### config.mk
export PLATFORM = sky130hd
export DESIGN_NAME = asg_seq_ctrl
export DESIGN_NICKNAME = d
export VERILOG_FILES = /design/src/rtl/asg_seq_pkg.sv /design/src/rtl/asg_seq_table.sv /design/src/rtl/asg_seq_ctrl.sv
export SDC_FILE = /design/constraint.sdc
export NUM_CORES = 2
export LEC_CHECK = 0
export CAP_MARGIN = 20
export CORE_UTILIZATION = 55
export CTS_BUF_LIST = sky130_fd_sc_hd__clkbuf_4
export DETAILED_ROUTE_END_ITERATION = 12
export GPL_TIMING_DRIVEN = 0
export HOLD_SLACK_MARGIN = 0.06
export PLACE_DENSITY = 0.73
export SETUP_SLACK_MARGIN = 0.4
export SYNTH_ARGS = -nofsm -noshare
export SYNTH_HDL_FRONTEND = slang
export SYNTH_SLANG_ARGS = --single-unit
### constraint.sdc
create_clock -name dac_clk_i -period 5 [get_ports dac_clk_i]
set_input_delay 1 -clock dac_clk_i [delete_from_list [all_inputs] [get_ports dac_clk_i]]
set_output_delay 1 -clock dac_clk_i [all_outputs]
set_load 0.1 [all_outputs]
### src/rtl/asg_seq_pkg.sv
// rtl/asg_seq_pkg.sv - shared state, field and segment types for the ASG segment sequencer
package asg_seq_pkg;

  typedef enum logic [1:0] {
    ST_IDLE = 2'd0,
    ST_LOAD = 2'd1,
    ST_ARM  = 2'd2,
    ST_RUN  = 2'd3
  } state_t;

  localparam logic [1:0] FLD_OFS  = 2'd0;
  localparam logic [1:0] FLD_SIZE = 2'd1;
  localparam logic [1:0] FLD_STEP = 2'd2;
  localparam logic [1:0] FLD_NCYC = 2'd3;

  typedef struct packed {
    logic [31:0] ofs;
    logic [31:0] size;
    logic [31:0] step;
    logic [31:0] ncyc;
  } seg_t;

  // Pointer fields only keep their low pw bits; pw may reach 32.
  function automatic logic [31:0] ptr_mask(input int pw);
    if (pw >= 32) return 32'hFFFF_FFFF;
    return (32'd1 << pw) - 32'd1;
  endfunction

endpackage

### src/rtl/asg_seq_table.sv
// rtl/asg_seq_table.sv - segment table register file, one write port, combinational read
module asg_seq_table
  import asg_seq_pkg::*;
#(
  parameter int RSZ  = 14,
  parameter int NSEG = 8
) (
  input  logic                        clk,
  input  logic                        rst,
  input  logic                        we,
  input  logic [$clog2(NSEG)+1:0]     addr,
  input  logic [31:0]                 wdata,
  input  logic [$clog2(NSEG)-1:0]     rd_idx,
  output seg_t                        rd_seg
);

  localparam int          IW    = $clog2(NSEG);
  localparam logic [31:0] PMASK = ptr_mask(RSZ + 16);

  seg_t           mem [NSEG];
  logic [IW-1:0]  wr_idx;
  logic [1:0]     wr_fld;

  assign wr_idx = addr[IW+1:2];
  assign wr_fld = addr[1:0];

  always_ff @(posedge clk) begin
    if (rst) begin
      for (int i = 0; i < NSEG; i++) begin
        mem[i] <= '0;
      end
    end else if (we) begin
      case (wr_fld)
        FLD_OFS:  mem[wr_idx].ofs  <= wdata & PMASK;
        FLD_SIZE: mem[wr_idx].size <= wdata & PMASK;
        FLD_STEP: mem[wr_idx].step <= wdata & PMASK;
        default:  mem[wr_idx].ncyc <= wdata;
      endcase
    end
  end

  assign rd_seg = mem[rd_idx];

endmodule

### src/rtl/asg_seq_ctrl.sv
// rtl/asg_seq_ctrl.sv - segment sequencer: loads table entries into one ASG channel and triggers it
module asg_seq_ctrl
  import asg_seq_pkg::*;
#(
  parameter int RSZ   = 14,
  parameter int NSEG  = 8,
  parameter int BLANK = 3
) (
  input  logic                      dac_clk_i,
  input  logic                      dac_rst_i,
  input  logic                      cfg_we_i,
  input  logic [$clog2(NSEG)+1:0]   cfg_addr_i,
  input  logic [31:0]               cfg_wdata_i,
  input  logic                      seq_start_i,
  input  logic                      seq_stop_i,
  input  logic [$clog2(NSEG):0]     seq_len_i,
  input  logic                      seq_loop_i,
  input  logic                      wrap_i,
  output logic [RSZ+15:0]           set_ofs_o,
  output logic [RSZ+15:0]           set_size_o,
  output logic [RSZ+15:0]           set_step_o,
  output logic [31:0]               set_ncyc_o,
  output logic                      set_rst_o,
  output logic                      trig_sw_o,
  output logic                      seq_busy_o,
  output logic [$clog2(NSEG)-1:0]   seq_idx_o,
  output logic                      seq_done_o
);

  localparam int IW = $clog2(NSEG);
  localparam int LW = IW + 1;
  localparam int PW = RSZ + 16;
  localparam int BW = (BLANK > 0) ? $clog2(BLANK + 1) : 1;

  state_t         state_q, state_n;
  logic [IW-1:0]  idx_q, idx_n;
  logic [31:0]    wrap_q, wrap_n;
  logic [BW-1:0]  blank_q, blank_n;
  logic           done_n;
  logic [LW-1:0]  len_eff;
  logic           last_seg;
  logic           seg_end;
  seg_t           rd_seg, seg_q;
  logic           rst_q, trig_q, busy_q, done_q;

  // Read port follows the next index so the entering-LOAD edge latches the right entry.
  asg_seq_table #(
    .RSZ  (RSZ),
    .NSEG (NSEG)
  ) u_table (
    .clk    (dac_clk_i),
    .rst    (dac_rst_i),
    .we     (cfg_we_i),
    .addr   (cfg_addr_i),
    .wdata  (cfg_wdata_i),
    .rd_idx (idx_n),
    .rd_seg (rd_seg)
  );

  always_comb begin
    len_eff = seq_len_i;
    if (seq_len_i == '0) begin
      len_eff = LW'(1);
    end else if (seq_len_i > LW'(NSEG)) begin
      len_eff = LW'(NSEG);
    end
  end

  assign last_seg = ({1'b0, idx_q} >= (len_eff - LW'(1)));
  assign seg_end  = (seg_q.ncyc != 32'd0) && ((wrap_q + 32'd1) == seg_q.ncyc);

  always_comb begin
    state_n = state_q;
    idx_n   = idx_q;
    wrap_n  = wrap_q;
    blank_n = blank_q;
    done_n  = 1'b0;
    case (state_q)
      ST_IDLE: begin
        if (seq_start_i) begin
          state_n = ST_LOAD;
          idx_n   = '0;
        end
      end
      ST_LOAD: begin
        state_n = ST_ARM;
        blank_n = '0;
        wrap_n  = '0;
      end
      ST_ARM: begin
        if (blank_q == BW'(BLANK)) begin
          state_n = ST_RUN;
        end else begin
          blank_n = blank_q + BW'(1);
        end
      end
      ST_RUN: begin
        if (wrap_i) begin
          if (seg_end) begin
            if (!last_seg) begin
              idx_n   = idx_q + IW'(1);
              state_n = ST_LOAD;
            end else if (seq_loop_i) begin
              idx_n   = '0;
              state_n = ST_LOAD;
            end else begin
              done_n  = 1'b1;
              state_n = ST_IDLE;
            end
          end else begin
            wrap_n = wrap_q + 32'd1;
          end
        end
      end
      default: state_n = ST_IDLE;
    endcase
    // Abort overrides everything, including a finishing wrap.
    if ((state_q != ST_IDLE) && seq_stop_i) begin
      state_n = ST_IDLE;
      idx_n   = idx_q;
      done_n  = 1'b0;
    end
  end

  always_ff @(posedge dac_clk_i) begin
    if (dac_rst_i) begin
      state_q <= ST_IDLE;
      idx_q   <= '0;
      wrap_q  <= '0;
      blank_q <= '0;
      seg_q   <= '0;
      rst_q   <= 1'b1;
      trig_q  <= 1'b0;
      busy_q  <= 1'b0;
      done_q  <= 1'b0;
    end else begin
      state_q <= state_n;
      idx_q   <= idx_n;
      wrap_q  <= wrap_n;
      blank_q <= blank_n;
      if ((state_n == ST_LOAD) && (state_q != ST_LOAD)) begin
        seg_q <= rd_seg;
      end
      rst_q  <= (state_n == ST_IDLE) || (state_n == ST_LOAD);
      trig_q <= (state_q == ST_LOAD) && (state_n == ST_ARM);
      busy_q <= (state_n != ST_IDLE);
      done_q <= done_n;
    end
  end

  assign set_ofs_o  = seg_q.ofs[PW-1:0];
  assign set_size_o = seg_q.size[PW-1:0];
  assign set_step_o = seg_q.step[PW-1:0];
  assign set_ncyc_o = seg_q.ncyc;
  assign set_rst_o  = rst_q;
  assign trig_sw_o  = trig_q;
  assign seq_busy_o = busy_q;
  assign seq_idx_o  = idx_q;
  assign seq_done_o = done_q;

endmodule

==> impl_metrics.tcl <==
set metrics [dict create \
    antenna_found_initial 10 \
    start_util_pct 55.8 \
    worst-path-max-fanout 10 \
    cp_common_cell "buf_12" \
    nets 5177 \
    setup_viol 0 \
    critPathKind "reg2reg" \
    synth-edff-count 976 \
    relSlewSlack_pct 28.6 \
    cts_tree "built" \
    core-area_sq_um 97100 \
    worstPathRequired_ns 6.05 \
    cp_slowest_cell "or4_4" \
    p_per_area_nw_per_um2 413 \
    die_y_um 316 \
    die_w_um 316 \
    combPwrFrac_pct 23.3 \
    synthSimpleGateAreaFrac_pct 15.7 \
    h-tree-depth 5 \
    fmax_ghz 0.215 \
    tightest_slew_ns 1.07 \
    path_cells "ha_4 > buf_12 > nand3_2 > or4b_1 > o211ai_1 > a21oi_1 > or4b_1 > or4_4 > nor3_4 > buf_12 > a2bb2oi_4 > buf_12 > buf_4 > buf_8 > clkbuf_2 > a2111oi_2 > a2111oi_1" \
    ff_latch_area_sq_um 32600 \
    start_kind "flip-flop" \
    switching_power_mw 9.21 \
    seqPwrFrac_pct 44.5 \
    drt-vias-per-instance 6.25 \
    postSynthCellCount 4564 \
    ys_async_sr_fraction_pct 0 \
    drt_iter0_markers 5346 \
    rsz0062_at_grt "yes" \
    period_minus_slack_ns 4.65 \
    ant_nets 0 \
    ctsLongestPathBuffers 4 \
    final_cells 6629 \
    irDropWorstVdd_mv 0.423 \
    hold_viol 0 \
    hpwlAfterDp_mm 124 \
    synthAdderAreaFrac_pct 0.254 \
    nFillCells 7285 \
    clock_latency_ns 1.23 \
    finalWirelength_mm 179 \
    cts_buffers 313 \
    gr-total-overflow 0 \
    swShare_pct 34.7 \
    drc 0 \
    final_max_slew_viol_count 0 \
    synth_seq_area_share_pct 60.2 \
    post-route-util_pct 66.2 \
    grt_max_degree 33 \
    final_area_sq_um 64300 \
    synth.avg_cell_area_sq_um 11.9 \
    synth-xor-area-share_pct 0.614 \
    syn_nets 4623 \
    row_count 114 \
    cap_violations 0 \
    synthMuxAreaShare_pct 2.35 \
    cts_sinks 1141 \
    synth_cell_type_count 74 \
    p_clk_share_pct 32.2 \
    intPower_mw 17.3 \
    grt_usage_pct 35.0 \
    crit_path_end_kind "flip-flop" \
    area_growth_pct 18.6 \
    netlist_area_sq_um 54200 \
    ys.flop_type "edfxtp_1" \
    status "finished, final reports clean" \
    port_buffers 175 \
    min_period_over_period_pct 93.1 \
    holdBufCountCts 0 \
    synth_top_family_by_area "simple AND/OR/NAND/NOR gates" \
    placedInstanceArea_sq_um 57700 \
    wire_per_inst_um 27.0 \
    ios 177 \
    fin_worst_skew_ns 0.101 \
    drive_above_1_share_pct 18.7 \
    dp.cells 6022 \
    grt_pass1_wl_mm 252 \
    cpPeakStageDelay_ns 0.59 \
    grt_pass1_vias 39800 \
    worstHoldPathType "reg2reg" \
    ys.warnings.count 0 \
    synth_compound_area_share_pct 15.5 \
    crit_arrival_ns 5.70 \
    multi_input_area_sq_um 20100 \
    dr.pass1.iters 6 \
    ys_ff_latch 1141 \
    dr_total_vias 41400 \
    root_buffer "clkbuf_4" \
    leakage_nw 23.2 \
    clkTransAtPathRegs_ns 0.06 \
    gp_congestion 1.00 \
    dieArea_sq_um 99800 \
]
-- flip-flops by register name (all words and copies together), names as in the netlist --
register and count:
trig_sw_o 1, seq_done_o 1, u_table.mem 976, seq_idx_o 3
set_ncyc_o 32, set_ofs_o 30, blank_q 2, set_step_o 30
wrap_q 32, set_size_o 30, state_q 2, seq_busy_o 1
set_rst_o 1
-- path summary, 6_finish.rpt --
path | from | to | slack (ns) | cells past startpoint
worst max-delay path | wrap_q[0] | set_ofs_o[13] | 0.35 | 17
worst min-delay path | wrap_q[31] | wrap_q[31] | 0.51 | 2
worst max register to register | wrap_q[0] | set_ofs_o[13] | 0.35 | 17
worst min register to register | wrap_q[31] | wrap_q[31] | 0.51 | 2
-- Yosys cell counts (4+ instances only) --
cell	n	area [sq um]
and2_1	1102	6890
mux2i_1	126	1260
inv_1	258	968
nor3_1	12	60.1
o211ai_1	492	3690
ha_1	11	138
nor4_1	15	93.8
a21oi_1	154	771
o31ai_1	5	37.5
or4_1	4	30.0
buf_6	7	78.8
a31oi_1	10	62.6
or2_2	34	213
nand2b_1	10	62.6
buf_2	51	255
a2111oi_1	84	841
a311oi_1	13	114
nand3b_1	4	30.0
and3_1	8	50.1
or3_1	8	50.1
and4_1	6	52.6
clkbuf_1	415	1560
dfxtp_1	165	3300
a211oi_1	20	150
a2111oi_0	154	1350
a2111oi_2	7	105
nand4_1	19	119
o21bai_1	124	931
o21ai_0	17	85.1
nor2_1	80	300
xor2_1	9	78.8
edfxtp_1	976	29300
nand2_1	42	158
nand3_1	28	140
xnor2_1	29	254
-- layer usage --
metal  share of wire, %  global-route usage [%]  vias up
met5              0.089                       0        -
met1                 38                    46.8    20100
met2                 44                    52.7     2780
met4                4.7                    16.8        8
met3                 13                    9.83      508
li1                   -                       -    18000
-- critical path, delay by kind of cell (launching register included) --
kind	cells	cell delay, ns
AOI/OAI and AO/OA	5	0.97
adders and majority gates	1	0.18
buffers and inverters	6	1.02
DFF	1	0.39
and+or+nand+nor	5	1.94
-- cell type report --
cell class,instances,share of cell area (%)
repair buffers,239,3.77
clock buffers,485,5.67
plain buffers,481,4.06
diodes,7,0.0273
well taps,1276,2.48
flip-flops and latches,1141,50.8
inverters,258,1.51
multi-input cells,2684,31.3
clock inverters,58,0.477
-- layout by cell type (no fill, tap or decap), drive strengths merged, types with 5 or more instances in the layout --
master         Yosys  layout
clkbuf           419     883
and4               6       6
xnor2             29      29
nor4              16      16
nor2              80      80
nand2b            10      10
xor2               9       9
a211oi            20      20
edfxtp           976     976
mux2i            126     126
a2111oi          245     245
and3               8       8
o31ai              5       5
clkdlybuf4s50      0     175
a311oi            13      13
a31oi             10      10
nor3              13      13
or3                8       8
nand2             42      42
buf               62     147
a21oi            154     154
diode              0       7
ha                11      11
clkinv             0      46
and2            1102    1102
o21ai             18      18
or2               34      34
o211ai           492     492
dfxtp            165     165
nand3             29      29
inv              258     267
nand4             21      21
o21bai           124     124
-- kinds of logic (layout without fill, tap and decap cells) --
| logic type | after synthesis | count (layout) |
|---|---|---|
| mux | 127 | 127 |
| simple gates | 1397 | 1397 |
| compound gates | 1111 | 1111 |
| other cells | 0 | 7 |
| xor+xnor | 38 | 38 |
| fa+ha+maj | 11 | 11 |
| flops | 1141 | 1141 |
| buf+inv | 739 | 1521 |
-- power groups by stage --
stage	Sequential, mW	Clock, mW	Combinational [mW]
2_1_floorplan	14.1	0	1.47
3_3_place_gp	11.9	0	5.45
3_5_place_dp	11.9	0	5.52
4_1_cts	11.7	8.51	5.76
5_1_grt	11.8	9.02	6.38
6_report	11.8	8.56	6.18
-- per-stage QoR --
step                      setup WS (ns)  TNS, ns  power (mW)  hold WS [ns]
after CTS                         0.358        0        26.0         0.504
after global placement            -2.40  -272.90        17.4         0.473
final                             0.347        0        26.5         0.508
after global routing              0.277        0        27.2         0.541
after floorplan                   0.666        0        15.6         0.458
after detailed placement          -1.97  -188.51        17.5         0.494
-- what timing repair did --
action / in CTS / in global routing
pin swaps: 16 / 25
cloned: 1 / 2
resized for setup: 303 / 437
buffers inserted: 20 / 34
setup endpoints to repair: 146 / 132
Note: power is estimated with default switching activity, not from simulation.
